$ cat config.mk
export PLATFORM = sky130hd
export DESIGN_NAME = multicycle_ctrl
export DESIGN_NICKNAME = d
export VERILOG_FILES = /design/src/rtl/mips_pkg.sv /design/src/rtl/main_decoder.sv /design/src/rtl/multicycle_ctrl.sv
export SDC_FILE = /design/constraint.sdc
export NUM_CORES = 1
export LEC_CHECK = 0
export BUFFER_PORTS_ARGS = -buffer_cell sky130_fd_sc_hd__clkbuf_2
export CAP_MARGIN = 40
export CORE_MARGIN = 8
export CORE_UTILIZATION = 36
export DETAILED_ROUTE_END_ITERATION = 10
export GPL_ROUTABILITY_DRIVEN = 0
export HOLD_SLACK_MARGIN = 0.1
export PLACE_DENSITY = 0.8
export SLEW_MARGIN = 10
export SYNTH_ARGS = -nofsm -noshare
export SYNTH_HDL_FRONTEND = slang
export SYNTH_SLANG_ARGS = --single-unit
$ cat constraint.sdc
create_clock -name clk -period 2.85 [get_ports clk]
set_input_delay 0.285 -clock clk [delete_from_list [all_inputs] [get_ports clk]]
set_output_delay 0.285 -clock clk [all_outputs]
set_load 0.02 [all_outputs]
$ cat src/rtl/mips_pkg.sv
// Shared definitions for the multicycle MIPS controller: FSM state encoding,
// opcode/funct constants, ALU and next-PC operation codes, instruction
// classes and the static control bundle produced by the main decoder.
package mips_pkg;

    typedef enum logic [2:0] {
        S_IDLE   = 3'd0,
        S_FETCH  = 3'd1,
        S_DECODE = 3'd2,
        S_EXEC   = 3'd3,
        S_MEM    = 3'd4,
        S_WB     = 3'd5
    } state_t;

    localparam logic [5:0] OP_RTYPE = 6'b000000;
    localparam logic [5:0] OP_ORI   = 6'b001101;
    localparam logic [5:0] OP_LUI   = 6'b001111;
    localparam logic [5:0] OP_LW    = 6'b100011;
    localparam logic [5:0] OP_LB    = 6'b100000;
    localparam logic [5:0] OP_SW    = 6'b101011;
    localparam logic [5:0] OP_SB    = 6'b101000;
    localparam logic [5:0] OP_BEQ   = 6'b000100;
    localparam logic [5:0] OP_JAL   = 6'b000011;

    localparam logic [5:0] FN_ADD   = 6'b100000;
    localparam logic [5:0] FN_SUB   = 6'b100010;
    localparam logic [5:0] FN_JR    = 6'b001000;

    localparam logic [2:0] ALU_OR   = 3'd0;
    localparam logic [2:0] ALU_LUI  = 3'd1;
    localparam logic [2:0] ALU_ADD  = 3'd2;
    localparam logic [2:0] ALU_SUB  = 3'd3;

    localparam logic [2:0] NPC_PC4  = 3'd0;
    localparam logic [2:0] NPC_BEQ  = 3'd1;
    localparam logic [2:0] NPC_JAL  = 3'd2;
    localparam logic [2:0] NPC_JR   = 3'd3;

    typedef enum logic [2:0] {
        CLS_ALU,
        CLS_LOAD,
        CLS_STORE,
        CLS_BEQ,
        CLS_JR,
        CLS_JAL,
        CLS_ILLEGAL
    } instr_class_t;

    typedef struct packed {
        logic       reg_dst;
        logic       extop;
        logic       alu_src;
        logic       mem_to_reg;
        logic       jal_sel;
        logic       lb_sel;
        logic       sb_sel;
        logic [2:0] alu_control;
    } static_ctrl_t;

    localparam static_ctrl_t CTRL_NONE = '0;

    // Next-PC selection used on the final cycle of an instruction.
    function automatic logic [2:0] npc_for_class(instr_class_t cls);
        case (cls)
            CLS_BEQ: return NPC_BEQ;
            CLS_JAL: return NPC_JAL;
            CLS_JR:  return NPC_JR;
            default: return NPC_PC4;
        endcase
    endfunction

endpackage

$ cat src/rtl/main_decoder.sv
// Combinational main decoder: classifies the instruction word and produces
// the static datapath controls. Unknown opcodes/functs decode as illegal
// with every static control at 0.
module main_decoder
    import mips_pkg::*;
(
    input  logic [31:0]  instr,
    output instr_class_t instr_class,
    output static_ctrl_t ctrl
);

    logic [5:0] opcode;
    logic [5:0] funct;
    logic       unused_fields;

    assign opcode        = instr[31:26];
    assign funct         = instr[5:0];
    assign unused_fields = ^instr[25:6];

    // Opcode/funct lookup into instruction class and static controls.
    always_comb begin
        instr_class = CLS_ILLEGAL;
        ctrl        = CTRL_NONE;
        case (opcode)
            OP_RTYPE: begin
                case (funct)
                    FN_ADD: begin
                        instr_class      = CLS_ALU;
                        ctrl.reg_dst     = 1'b1;
                        ctrl.alu_control = ALU_ADD;
                    end
                    FN_SUB: begin
                        instr_class      = CLS_ALU;
                        ctrl.reg_dst     = 1'b1;
                        ctrl.alu_control = ALU_SUB;
                    end
                    FN_JR: begin
                        instr_class = CLS_JR;
                    end
                    default: ;
                endcase
            end
            OP_ORI: begin
                instr_class      = CLS_ALU;
                ctrl.alu_src     = 1'b1;
                ctrl.alu_control = ALU_OR;
            end
            OP_LUI: begin
                instr_class      = CLS_ALU;
                ctrl.alu_src     = 1'b1;
                ctrl.alu_control = ALU_LUI;
            end
            OP_LW, OP_LB: begin
                instr_class      = CLS_LOAD;
                ctrl.extop       = 1'b1;
                ctrl.alu_src     = 1'b1;
                ctrl.alu_control = ALU_ADD;
                ctrl.mem_to_reg  = 1'b1;
                ctrl.lb_sel      = (opcode == OP_LB);
            end
            OP_SW, OP_SB: begin
                instr_class      = CLS_STORE;
                ctrl.extop       = 1'b1;
                ctrl.alu_src     = 1'b1;
                ctrl.alu_control = ALU_ADD;
                ctrl.sb_sel      = (opcode == OP_SB);
            end
            OP_BEQ: begin
                instr_class      = CLS_BEQ;
                ctrl.extop       = 1'b1;
                ctrl.alu_control = ALU_SUB;
            end
            OP_JAL: begin
                instr_class  = CLS_JAL;
                ctrl.jal_sel = 1'b1;
            end
            default: ;
        endcase
    end

endmodule

$ cat src/rtl/multicycle_ctrl.sv
// Multicycle MIPS control unit: FSM sequencing (IDLE/FETCH/DECODE/EXEC/MEM/WB)
// and per-state strobe gating around the combinational main_decoder.
// Optional feature macro: MULTICYCLE_MEM_WAIT_EN -- when defined, MEM is held
// until mem_ready is seen high; otherwise MEM lasts one cycle.
module multicycle_ctrl
    import mips_pkg::*;
(
    input  logic        clk,
    input  logic        rst_n,
    input  logic [31:0] instr,
    input  logic        zero,
    input  logic        mem_ready,
    output logic        ir_write,
    output logic        pc_write,
    output logic        reg_write,
    output logic        mem_read,
    output logic        mem_write,
    output logic        retire,
    output logic        illegal,
    output logic        reg_dst,
    output logic        extop,
    output logic        alu_src,
    output logic        mem_to_reg,
    output logic        jal_sel,
    output logic        lb_sel,
    output logic        sb_sel,
    output logic [2:0]  alu_control,
    output logic [2:0]  npc_op,
    output logic [2:0]  state
);

    state_t       state_reg;
    state_t       state_next;
    instr_class_t instr_class;
    static_ctrl_t dec_ctrl;
    static_ctrl_t static_ctrl;
    logic         mem_done;
    logic         last_cycle;
    logic         unused_zero;

    // The branch outcome is resolved in the NPC unit; the controller only
    // selects the branch path, so zero is not consumed here.
    assign unused_zero = zero;

`ifdef MULTICYCLE_MEM_WAIT_EN
    assign mem_done = mem_ready;
`else
    logic unused_mem_ready;
    assign unused_mem_ready = mem_ready;
    assign mem_done         = 1'b1;
`endif

    main_decoder u_main_decoder (
        .instr       (instr),
        .instr_class (instr_class),
        .ctrl        (dec_ctrl)
    );

    assign state = state_reg;

    // State register; reset drops straight to IDLE without a clock.
    always_ff @(posedge clk or negedge rst_n) begin
        if (!rst_n) begin
            state_reg <= S_IDLE;
        end else begin
            state_reg <= state_next;
        end
    end

    // Next-state selection by instruction class.
    always_comb begin
        state_next = state_reg;
        case (state_reg)
            S_IDLE:   state_next = S_FETCH;
            S_FETCH:  state_next = S_DECODE;
            S_DECODE: begin
                case (instr_class)
                    CLS_JR, CLS_ILLEGAL: state_next = S_FETCH;
                    CLS_JAL:             state_next = S_WB;
                    default:             state_next = S_EXEC;
                endcase
            end
            S_EXEC: begin
                case (instr_class)
                    CLS_ALU:              state_next = S_WB;
                    CLS_LOAD, CLS_STORE:  state_next = S_MEM;
                    default:              state_next = S_FETCH;
                endcase
            end
            S_MEM: begin
                if (mem_done) begin
                    state_next = (instr_class == CLS_LOAD) ? S_WB : S_FETCH;
                end
            end
            S_WB:     state_next = S_FETCH;
            default:  state_next = S_IDLE;
        endcase
    end

    // Strobe gating and static-control qualification per state.
    always_comb begin
        last_cycle = 1'b0;
        case (state_reg)
            S_DECODE: last_cycle = (instr_class == CLS_JR) || (instr_class == CLS_ILLEGAL);
            S_EXEC:   last_cycle = (instr_class == CLS_BEQ);
            S_MEM:    last_cycle = (instr_class == CLS_STORE) && mem_done;
            S_WB:     last_cycle = 1'b1;
            default:  last_cycle = 1'b0;
        endcase

        static_ctrl = CTRL_NONE;
        if (state_reg inside {S_DECODE, S_EXEC, S_MEM, S_WB}) begin
            static_ctrl = dec_ctrl;
        end

        ir_write    = (state_reg == S_FETCH);
        pc_write    = last_cycle;
        retire      = last_cycle;
        npc_op      = last_cycle ? npc_for_class(instr_class) : NPC_PC4;
        reg_write   = (state_reg == S_WB);
        mem_read    = (state_reg == S_MEM) && (instr_class == CLS_LOAD);
        mem_write   = (state_reg == S_MEM) && (instr_class == CLS_STORE);
        illegal     = (state_reg == S_DECODE) && (instr_class == CLS_ILLEGAL);

        reg_dst     = static_ctrl.reg_dst;
        extop       = static_ctrl.extop;
        alu_src     = static_ctrl.alu_src;
        mem_to_reg  = static_ctrl.mem_to_reg;
        jal_sel     = static_ctrl.jal_sel;
        lb_sel      = static_ctrl.lb_sel;
        sb_sel      = static_ctrl.sb_sel;
        alu_control = static_ctrl.alu_control;
    end

endmodule

==> results.json <==
{
  "status": "finished, final reports clean",
  "tightest_slew_ps": 521,
  "cts.clk_slew.worst_paths_ps": 40,
  "hold_path.class": "input port to async pin",
  "rows": 15,
  "port_buffers": 34,
  "ir_worst_vdd_mv": 0.309,
  "finalMaxSlewViolations": 0,
  "critPathKind": "input port to output pin",
  "r2r_cells": 4,
  "drcViolationCount": 0,
  "syn_area_per_cell_um2": 6.51,
  "synth-seq-cells": 3,
  "dr_total_vias": 843,
  "regToRegSetupSlack_ps": 1570,
  "synth_area_leader_cell": "dfrtp_1",
  "critPathMaxFanout": 8,
  "clockBufferDepth": 2,
  "placeableCoreArea_mm2": 0.00167,
  "cts_tree": "done",
  "drt_iter0_markers": 45,
  "reg2reg_from": "state[1]",
  "r2r_end": "state[2]",
  "start_util": 0.366,
  "grt_max_degree": 15,
  "die-area_mm2": 0.00327,
  "ctsRootBufferMaster": "clkbuf_4",
  "ant_nets": 0,
  "boundaryPins": 59,
  "drive_gt1_frac": 0.357,
  "clock_sinks": 3,
  "cts_buffers": 3,
  "final_cells": 146,
  "grt_pass1_wl_mm": 3.44,
  "antenna_found_initial": 0,
  "largest_reg_flops": 3,
  "cp-start-kind": "input port",
  "wire_per_inst_um": 13.8,
  "startpoint": "instr[28]",
  "grt.total_usage": 0.125,
  "final-hold-violation-count": 0,
  "finalWirelength_mm": 2.02,
  "yosysWarnings": 0,
  "die_h_um": 57.2,
  "synth_top_area_frac": 0.123,
  "dr.pass1.iters": 4,
  "synth_edf_count": 0,
  "syn2layout_area_growth_pct": 33.9,
  "dp_slack_ps": 216,
  "clk_latency_ps": 230,
  "endpoint": "npc_op[0]",
  "max_slew_margin": 0.652,
  "dp_hpwl_mm": 1.61,
  "worstPathRequired_ps": 2570,
  "nets": 166,
  "drv_cap": 0,
  "numPlacedInstances": 141,
  "synth_cells": 94,
  "netlist_top_cells_count": "nor2_1 (14), nor3_1 (7)",
  "synth.most_common_cell": "nor2_1",
  "synth_cell_types": 36,
  "async_flop_share": 1.00,
  "overflow": 0,
  "diodes": 0,
  "cts.htree.levels": 1,
  "fmax_ghz": 0.376,
  "post-route-period-util": 0.934,
  "ys.flop_type": "dfrtp_1",
  "setup_ws_ps": 189,
  "setup_viol": 0,
  "cp.arrival_ps": 2380,
  "rsz0062_at_grt": "no",
  "skew_ps": 3.69,
  "die_x_um": 57.2,
  "synth_area_leaders": "dfrtp_1 (12%), nor2_1 (8.6%), nor3_1 (5.7%)",
  "hold-worst-slack_ps": 382,
  "final_util": 0.491,
  "grt_pass1_vias": 796,
  "n_fill_cell": 165,
  "setup_tns_ps": 0,
  "syn-cell-area_um2": 612,
  "p_per_area_mw_per_mm2": 484,
  "vias_per_cell": 5.77,
  "critPathCaptureType": "output pin",
  "layout_min_cycle_time_ps": 2660,
  "power_leakage_nw": 0.406,
  "synth-seq-area-share": 0.123
}
layout make-up:
class,instances,area (um2),area share
Timing Repair Buffer,38,203,0.247
Inverter,6,22.5,0.0275
Sequential cell,3,75.1,0.0916
Clock buffer,4,26.3,0.0321
Multi-Input combinational cell,78,472,0.576
Tap cell,17,21.3,0.0260
worst max-delay path: stages:
cell and delay, ps:
clkbuf_2 140, or4_4 590, a311oi_2 300, a2111oi_2 110, or4_4 560, a31oi_1 190, clkbuf_2 200
through the flow:
stage	power [mW]	area [um2]
6_report	0.397	820
2_1_floorplan	0.253	616
3_3_place_gp	0.314	783
5_1_grt	0.425	820
4_1_cts	0.400	820
3_5_place_dp	0.320	783
cell usage in the layout (no fill, tap or decap), types with 3 or more instances in the layout:
| master | synthesis | layout |
|---|---|---|
| o21ai_0 | 6 | 6 |
| nor2_1 | 14 | 14 |
| nand2_1 | 6 | 6 |
| inv_1 | 6 | 6 |
| nor3_1 | 7 | 7 |
| clkbuf_4 | 0 | 3 |
| nand2b_1 | 5 | 5 |
| dfrtp_1 | 3 | 3 |
| nand3_1 | 6 | 6 |
| clkbuf_2 | 0 | 34 |
| buf_4 | 4 | 3 |
| a211oi_1 | 3 | 3 |
report_power, final:
| part | total, mW | internal (mW) | switching [mW] |
|---|---|---|---|
| Clock | 0.0746 | 0.0525 | 0.0222 |
| Sequential | 0.0750 | 0.0543 | 0.0207 |
| Combinational | 0.247 | 0.0861 | 0.161 |
| Total | 0.397 | 0.193 | 0.204 |
kinds of logic after synthesis:
kind of cell	share of synthesized area
simple gates	0.466
compound gates	0.292
other cells	0.00613
flops	0.123
buf+inv	0.112
repair_timing:
action                                 4_1_cts  5_1_grt
setup buffers                                0        0
hold buffers                                 1        0
endpoints found under the hold margin        3        0
gates resized for setup                      0        0
worst min path at each step:
stage               startpoint       end  cells past startpoint
floorplan                rst_n  state[0]                      0
global placement         rst_n  state[0]                      1
detailed placement       rst_n  state[2]                      1
CTS                      rst_n  state[2]                      2
global route             rst_n  state[2]                      2
finish                   rst_n  state[2]                      2
layer usage:
layer,wire (um),track usage,vias up
met2,980,0.211,37
met4,0,0.0321,0
met3,135,0.0269,0
li1,-,-,419
met5,0,0,-
met1,902,0.154,387
(Power assumes the default switching activity.)
